## config.mk

```make
export PLATFORM = sky130hd
export DESIGN_NAME = multimode_counter
export DESIGN_NICKNAME = d
export VERILOG_FILES = /design/src/rtl/counter_pkg.sv /design/src/rtl/tick_prescaler.sv /design/src/rtl/multimode_counter.sv
export SDC_FILE = /design/constraint.sdc
export NUM_CORES = 1
export LEC_CHECK = 0
export CELL_PAD_IN_SITES_DETAIL_PLACEMENT = 1
export CELL_PAD_IN_SITES_GLOBAL_PLACEMENT = 2
export CORE_ASPECT_RATIO = 1.5
export CORE_UTILIZATION = 30
export CTS_CLUSTER_SIZE = 14
export DETAILED_ROUTE_END_ITERATION = 12
export PLACE_DENSITY = 0.9
export SYNTH_ARGS = -nofsm -noshare
export SYNTH_HDL_FRONTEND = slang
export SYNTH_SLANG_ARGS = --single-unit
```

## constraint.sdc

```tcl
create_clock -name clk -period 3.1 [get_ports clk]
set_clock_uncertainty 0.05 [all_clocks]
set_input_delay 0.62 -clock clk [delete_from_list [all_inputs] [get_ports clk]]
set_output_delay 0.62 -clock clk [all_outputs]
set_load 0.01 [all_outputs]
```

## src/rtl/counter_pkg.sv

```systemverilog
// Shared types and defaults for the multimode counter slice.
// Latency: n/a (types and constants only).
// Backpressure: n/a.
//
// Contents: count_mode_t encodes the 2-bit mode pin; DEFAULT_* are the
// parameter defaults used by the counter and its prescaler.
package counter_pkg;

  localparam int DEFAULT_WIDTH      = 8;
  localparam int DEFAULT_PRESCALE_W = 4;

  // mode[1] selects saturate behaviour, mode[0] selects counting down.
  typedef enum logic [1:0] {
    CM_UP_WRAP   = 2'b00,
    CM_DOWN_WRAP = 2'b01,
    CM_UP_SAT    = 2'b10,
    CM_DOWN_SAT  = 2'b11
  } count_mode_t;

endpackage

```

## src/rtl/tick_prescaler.sv

```systemverilog
// Clock-enable divider: emits one tick every prescale+1 enabled cycles.
// Latency: tick is combinational from the divider state and en.
// Backpressure: none; en low freezes the divider, clr restarts it.
//
// Ports:
//   clk, rst      clock, asynchronous active-high reset
//   en            advance the divider this cycle
//   clr           synchronous restart of the divider (wins over en)
//   prescale      divide ratio minus one
//   tick          high in the cycle the counter should step
module tick_prescaler #(
  parameter int PRESCALE_W = counter_pkg::DEFAULT_PRESCALE_W
) (
  input  logic                  clk,
  input  logic                  rst,
  input  logic                  en,
  input  logic                  clr,
  input  logic [PRESCALE_W-1:0] prescale,
  output logic                  tick
);

  logic [PRESCALE_W-1:0] pdiv_q, pdiv_d;

  // Equality (not >=) is deliberate: lowering prescale below the current
  // divider value lets it roll through the full range before the next tick.
  assign tick = en && (pdiv_q == prescale);

  always_comb begin
    pdiv_d = pdiv_q;
    if (clr || tick) begin
      pdiv_d = '0;
    end else if (en) begin
      pdiv_d = pdiv_q + PRESCALE_W'(1);
    end
  end

  always_ff @(posedge clk or posedge rst) begin
    if (rst) begin
      pdiv_q <= '0;
    end else begin
      pdiv_q <= pdiv_d;
    end
  end

endmodule

```

## src/rtl/multimode_counter.sv

```systemverilog
// Up/down, wrap/saturate counter with modulo limit, load and prescaled enable.
// Latency: count and tc update on the edge ending a tick or load cycle.
// Backpressure: none; en gates stepping, load overrides everything.
//
// Ports:
//   clk, rst      clock, asynchronous active-high reset
//   en            count enable (feeds the prescaler)
//   mode          count_mode_t encoding of direction and wrap/saturate
//   load,load_val synchronous load of the count, restarts the prescaler
//   limit         top of the count range 0..limit
//   prescale      count steps once every prescale+1 enabled cycles
//   count         registered count
//   tc            registered one-cycle terminal-count pulse
//   sat           saturate mode sitting on its boundary
module multimode_counter
  import counter_pkg::*;
#(
  parameter int WIDTH      = DEFAULT_WIDTH,
  parameter int PRESCALE_W = DEFAULT_PRESCALE_W
) (
  input  logic                  clk,
  input  logic                  rst,
  input  logic                  en,
  input  logic [1:0]            mode,
  input  logic                  load,
  input  logic [WIDTH-1:0]      load_val,
  input  logic [WIDTH-1:0]      limit,
  input  logic [PRESCALE_W-1:0] prescale,
  output logic [WIDTH-1:0]      count,
  output logic                  tc,
  output logic                  sat
);

  localparam logic [WIDTH-1:0] ONE = WIDTH'(1);

  logic [WIDTH-1:0] count_q, count_d;
  logic             tc_q, tc_d;
  logic             tick;
  logic [WIDTH-1:0] inc, dec, boundary;
  count_mode_t      mode_e;

  tick_prescaler #(
    .PRESCALE_W (PRESCALE_W)
  ) u_prescaler (
    .clk      (clk),
    .rst      (rst),
    .en       (en),
    .clr      (load),
    .prescale (prescale),
    .tick     (tick)
  );

  assign mode_e   = count_mode_t'(mode);
  assign inc      = count_q + ONE;
  assign dec      = count_q - ONE;
  assign boundary = mode[0] ? '0 : limit;

  always_comb begin
    count_d = count_q;
    tc_d    = 1'b0;
    if (load) begin
      count_d = load_val;
    end else if (tick) begin
      case (mode_e)
        CM_UP_WRAP: begin
          // >= also catches a loaded value above limit.
          if (count_q >= limit) begin
            count_d = '0;
            tc_d    = 1'b1;
          end else begin
            count_d = inc;
          end
        end
        CM_DOWN_WRAP: begin
          if (count_q == '0) begin
            count_d = limit;
            tc_d    = 1'b1;
          end else begin
            count_d = dec;
          end
        end
        CM_UP_SAT: begin
          // Holding at (or above) limit never re-pulses tc.
          if (count_q >= limit) begin
            count_d = limit;
          end else begin
            count_d = inc;
            tc_d    = (inc == limit);
          end
        end
        CM_DOWN_SAT: begin
          if (count_q != '0) begin
            count_d = dec;
            tc_d    = (dec == '0);
          end
        end
      endcase
    end
  end

  always_ff @(posedge clk or posedge rst) begin
    if (rst) begin
      count_q <= '0;
      tc_q    <= 1'b0;
    end else begin
      count_q <= count_d;
      tc_q    <= tc_d;
    end
  end

  assign count = count_q;
  assign tc    = tc_q;
  assign sat   = mode[1] && (count_q == boundary);

endmodule
```

Yosys cells after proc, flatten, opt, wreduce, memory -nomap -nowiden
Cells that the tools add are included.
{"block": "totals", "elab_cells": 41, "latchBits": 0, "in_bits": 26, "ram_bits": 0, "mem_count": 0, "reg_bits": 13, "out_inout_bits": 10, "mem_bits_ro": 0}
{"block": "classes", "bitwise_logic": 0, "n_mul": 0, "n_eq_ne": 7, "mux": 17, "shift": 0, "div_mod_pow": 0, "order_cmp": 1, "n_reduce_logical": 10, "add_sub_neg": 3}
{"cell": "8-bit 2-to-1 mux", "n": 7}
{"cell": "8-bit one-hot mux with 4 select lines", "n": 1}
{"cell": "8-bit equality test", "n": 2}
{"cell": "8-bit logical NOT", "n": 2}
{"cell": "8-bit by 1-bit adder with 8-bit output, second input constant", "n": 1}
{"cell": "8-bit >= comparator", "n": 1}
{"cell": "4-bit 2-to-1 mux", "n": 2}
{"cell": "8-bit nonzero test", "n": 1}
{"cell": "8-bit by 1-bit subtractor with 8-bit output, second input constant", "n": 1}
{"cell": "1-bit 2-to-1 mux", "n": 6}
{"cell": "4-bit by 1-bit adder with 4-bit output, second input constant", "n": 1}
{"cell": "2-bit equality test, second input constant", "n": 2}
{"cell": "4-bit equality test", "n": 1}
{"cell": "1-bit one-hot mux with 4 select lines", "n": 1}
{"cell": "2-bit nonzero test", "n": 2}
{"cell": "3-bit inequality test, second input constant", "n": 1}
{"cell": "2-bit by 1-bit equality test with 1-bit output, second input constant", "n": 1}
{"cell": "1-bit logical AND", "n": 2}
{"cell": "2-bit logical NOT", "n": 1}
{"cell": "2-bit AND reduction", "n": 1}
{"cell": "1-bit logical OR", "n": 1}

Depth between registers and ports, before layout
{"block": "depth", "ltp_word": 6, "depth_mapped": 9, "ltp_nobuf": 8}

Hierarchy
A second synthesis with hierarchy kept.
{"block": "unflattened", "cells_unflattened": 230, "area_unflattened_um2": 1736.7}
{"module": "multimode_counter", "seq_area_each_um2": 225.2, "n_inst": 1, "cells_each": 205, "area_each_um2": 1488.9}
{"module": "tick_prescaler", "seq_area_each_um2": 100.1, "n_inst": 1, "cells_each": 25, "area_each_um2": 247.7}

Worst setup path after synthesis
OpenSTA, ideal clock, no wires.
{"block": "synth_path", "path_type": "reg-to-output", "from": "register count_q[5], in the netlist count[5]", "to": "output port sat", "path_buffers": 1, "path_stages_with_launch": 6, "t_arrival_ns": 1.848, "required_time_ns": 2.430, "path_slack_ns": 0.582, "cell_sequence": "dfrtp_1 > buf_2 > or4_1 > o21ai_1 > a21oi_1 > a2111oi_1"}
{"block": "synth_via", "elab_chain_cells": 2}
{"item": "start, declared", "line_no": "multimode_counter.sv:36", "source": "logic [WIDTH-1:0] count_q, count_d;"}
{"item": "start signal, assigned", "line_no": "multimode_counter.sv:106", "source": "count_q <= count_d;"}
{"item": "8-bit equality test", "line_no": "multimode_counter.sv:113", "source": "assign sat = mode[1] && (count_q == boundary);"}
{"item": "1-bit logical AND", "line_no": "multimode_counter.sv:113"}
{"item": "end, declared", "line_no": "multimode_counter.sv:31", "source": "output logic sat"}
Every way passes these cells.

Final worst setup path
{"block": "layout_path", "from": "input port limit[5]", "to": "output port sat"}
{"block": "layout_via", "elab_chain_cells": 3}
{"item": "start, declared", "line_no": "multimode_counter.sv:27", "source": "input logic [WIDTH-1:0] limit,"}
{"item": "8-bit 2-to-1 mux", "line_no": "multimode_counter.sv:56", "source": "assign boundary = mode[0] ? '0 : limit;"}
{"item": "8-bit equality test", "line_no": "multimode_counter.sv:113"}
{"item": "1-bit logical AND", "line_no": "multimode_counter.sv:113"}
Every way passes these cells.

==> reports/qor.txt <==
Status = finished clean
Initial Util = 31.77%
Comb pwr share = 53.7%
Critical path's largest stage delay = 0.47 ns
CTS buffer count = 3
FF-to-FF Start = count[0]
Worst R2R End = count[0]
Post-synth cell types = 54
Vias in the first global route = 1,970
Design area = 2359 sq um
Clock Power Share = 20.0%
Max cap viols = 0
Diodes inserted = 0
Clk buf depth = 2
HP Class = flip-flop to flip-flop
# nets final = 311
Synthesis-to-layout area growth = 41.52%
IO Count = 36
Clk Latency, worst-skew pair = 0.25 ns
Seq/Total Area, Yosys = 19.52%
Worst EP arrival = 2.30 ns
Total Routing Usage GR = 22.24%
#FFs+latches synth = 13
Vias = 1,845
Ys async rst share = 100.0%
Slowest CP cell = or4_1
Post-CTS setup buffer count = 0
Crit. End Element = primary output
Most frequent cells in the layout = buf_4, clkdlybuf4s50_1, nand2_1
Min Tclk post-route = 2.968 ns
Synthesized area = 1667 sq um
Detail Placement HPWL = 4.970 mm
H-Tree Depth = 1
Flop pwr share = 26.3%
Hold buffers post-CTS = 0
Die Ht = 93.29 um
Slew HR = 61.84%
CP required = 2.43 ns
Critical path depth in cells = 6
First-pass GRT wire length = 9.887 mm
Area post-placement = 2303 sq um
Setup TNS = 0 ns
Cell family with most CP delay = buffers and inverters
Register-to-register setup slack = 0.52 ns
WS Path Type = primary input to primary output
GRT Residual Overflow = 0
Count of final hold-check violations = 0
Pre-antenna DRT Iters = 4
Pre-CTS WS = -0.2986 ns
CTS tree = yes
P per Cell Area = 347.1 nW/um^2
CTS root buf = clkbuf_8
Int Pwr = 0.0004894 W
Core area = 5245 sq um
Die outline area = 5863 sq um
Drt first-iter violations = 42
Peak supply drop = 0.0001928 V
Post-CTS sizing = 1
Clock slew at reported path FFs = 0.06 ns
Layout cells sized above 1 = 21.03%
Mapped Avg Cell Area = 8.090 sq um
Setup violators final = 0
Syn nets = 245
Critical-path cell list = clkdlybuf4s50_1 > or4_1 > o21ai_1 > a21oi_1 > a2111oi_2 > clkbuf_2
Worst setup SP type = primary input
Post-synth EDFFs = 0
Total clock sinks = 13
WL per Instance = 17.64 um
Largest net degree at the start of global routing = 14
RSZ-0062 raised after global routing = no
Crit-path max FO = 3
Routed wire length = 5.980 mm
Syn Inst Count = 206
Vias per cell = 5.442
Sw Share = 40.22%
Pleak = 0.9850 nW
RePlAce Congestion = 0.9202
CP bufs+invs = 2
Crit share post-route = 95.73%
Yosys Warn Count = 0
Die width = 62.86 um
Final ANT Viol Nets = 0
Reg2Reg Depth = 10
Fmax = 337.0 MHz
Predominant post-synthesis flop cell = dfrtp_1
Initial antenna violation count = 0
Drt drc = 0
Most common cell after layout, fill and taps aside = buf_4
Max Slew Vio Count = 0
CP endpoint = sat
Setup crit start = limit[5]
Port-buffer cells = 35
Switching Power = 0.0003293 W
Std-Cell Rows = 32
Least-Margin Pin Slew = 0.5717 ns
Setup ws final = 0.1322 ns
Fill cell count = 647
registers in the layout, summed over array words and instances (netlist names):
register,flops
u_prescaler.pdiv_q,4
count,8
tc,1
cell type report:
| class | count | area (sq um) | area share [%] |
|---|---|---|---|
| inverter | 14 | 52.55 | 2.228 |
| clock buffer | 4 | 45.04 | 1.910 |
| tap | 68 | 85.08 | 3.607 |
| timing repair buffer | 70 | 610.6 | 25.89 |
| multi-input combinational | 170 | 1240 | 52.57 |
| sequential | 13 | 325.3 | 13.79 |
through the flow:
stage	total power [W]	util (%)	hold WS, ns	instances
floorplan	0.0004604	-	0.4470	206
global placement	0.0006405	43.92	0.4943	335
detailed placement	0.0006527	43.92	0.5019	335
CTS	0.0008188	44.75	0.5180	339
global route	0.0008711	44.97	0.5504	339
finish	0.0008187	44.97	0.5108	339
metal layers:
layer  GRT usage, %  vias up  share of wire, %
li1               -      882                 -
met1          23.12      884                38
met2          42.48       56                54
met3          2.195       23               3.0
met4          12.98        0               5.4
met5              0        -                 0
cells in the mapped netlist, drive strengths merged (2+ instances only):
cell type | instances | share of area, %
or4 | 2 | 1.1
a21oi | 13 | 3.9
o22ai | 7 | 3.0
o2111ai | 2 | 1.1
a211oi | 6 | 4.2
nand3 | 4 | 1.5
xnor2 | 14 | 7.4
o21ai | 4 | 1.2
nor3 | 7 | 2.4
clkbuf | 2 | 0.45
a221oi | 4 | 2.5
nand4 | 3 | 1.1
mux2i | 2 | 1.2
nand3b | 2 | 0.90
buf | 7 | 3.2
nor3b | 4 | 1.8
nor4 | 2 | 1.5
inv | 13 | 2.9
a31oi | 5 | 1.9
o211ai | 3 | 1.4
o311ai | 2 | 1.1
and2 | 2 | 1.1
nand2 | 21 | 4.7
nor2 | 20 | 4.7
dfrtp | 13 | 20
or3 | 2 | 1.1
xor2 | 12 | 6.3
ha | 13 | 9.8
how the worst min path moves through the flow:
stage,startpoint,to,slack [ns],cells after the start
floorplan,rst,count[0],0.45,1
global placement,u_prescaler.pdiv_q[3],u_prescaler.pdiv_q[3],0.49,2
detailed placement,u_prescaler.pdiv_q[3],u_prescaler.pdiv_q[3],0.50,2
CTS,u_prescaler.pdiv_q[3],u_prescaler.pdiv_q[3],0.52,2
global route,u_prescaler.pdiv_q[3],u_prescaler.pdiv_q[3],0.55,2
finish,u_prescaler.pdiv_q[3],u_prescaler.pdiv_q[3],0.51,2
tightest hold or removal path, stage by stage, from the launching register on:
cell	delay (ns)
dfrtp_1	0.37
xor2_1	0.08
nor2_1	0.08
power groups by stage:
stage          combinational (W)  sequential, W  clock (W)
2_1_floorplan           0.000243       0.000218          0
3_3_place_gp            0.000423       0.000217          0
3_5_place_dp            0.000435       0.000218          0
4_1_cts                 0.000437       0.000215   0.000166
5_1_grt                 0.000482       0.000218   0.000170
6_report                0.000439       0.000215   0.000164
logic make-up (layout without fill, tap and decap cells):
family / after synthesis / count (layout) / share of synthesized area [%]
AO/OA/AOI/OAI: 54 / 54 / 24.33
XOR/XNOR: 26 / 26 / 13.66
adder cells (fa/ha/maj): 13 / 13 / 9.760
buffers and inverters: 23 / 88 / 6.831
flip-flops: 13 / 13 / 19.52
multiplexers: 3 / 3 / 1.877
AND/OR/NAND/NOR: 74 / 74 / 24.03
No activity file was read; power rests on OpenSTA's default activity.
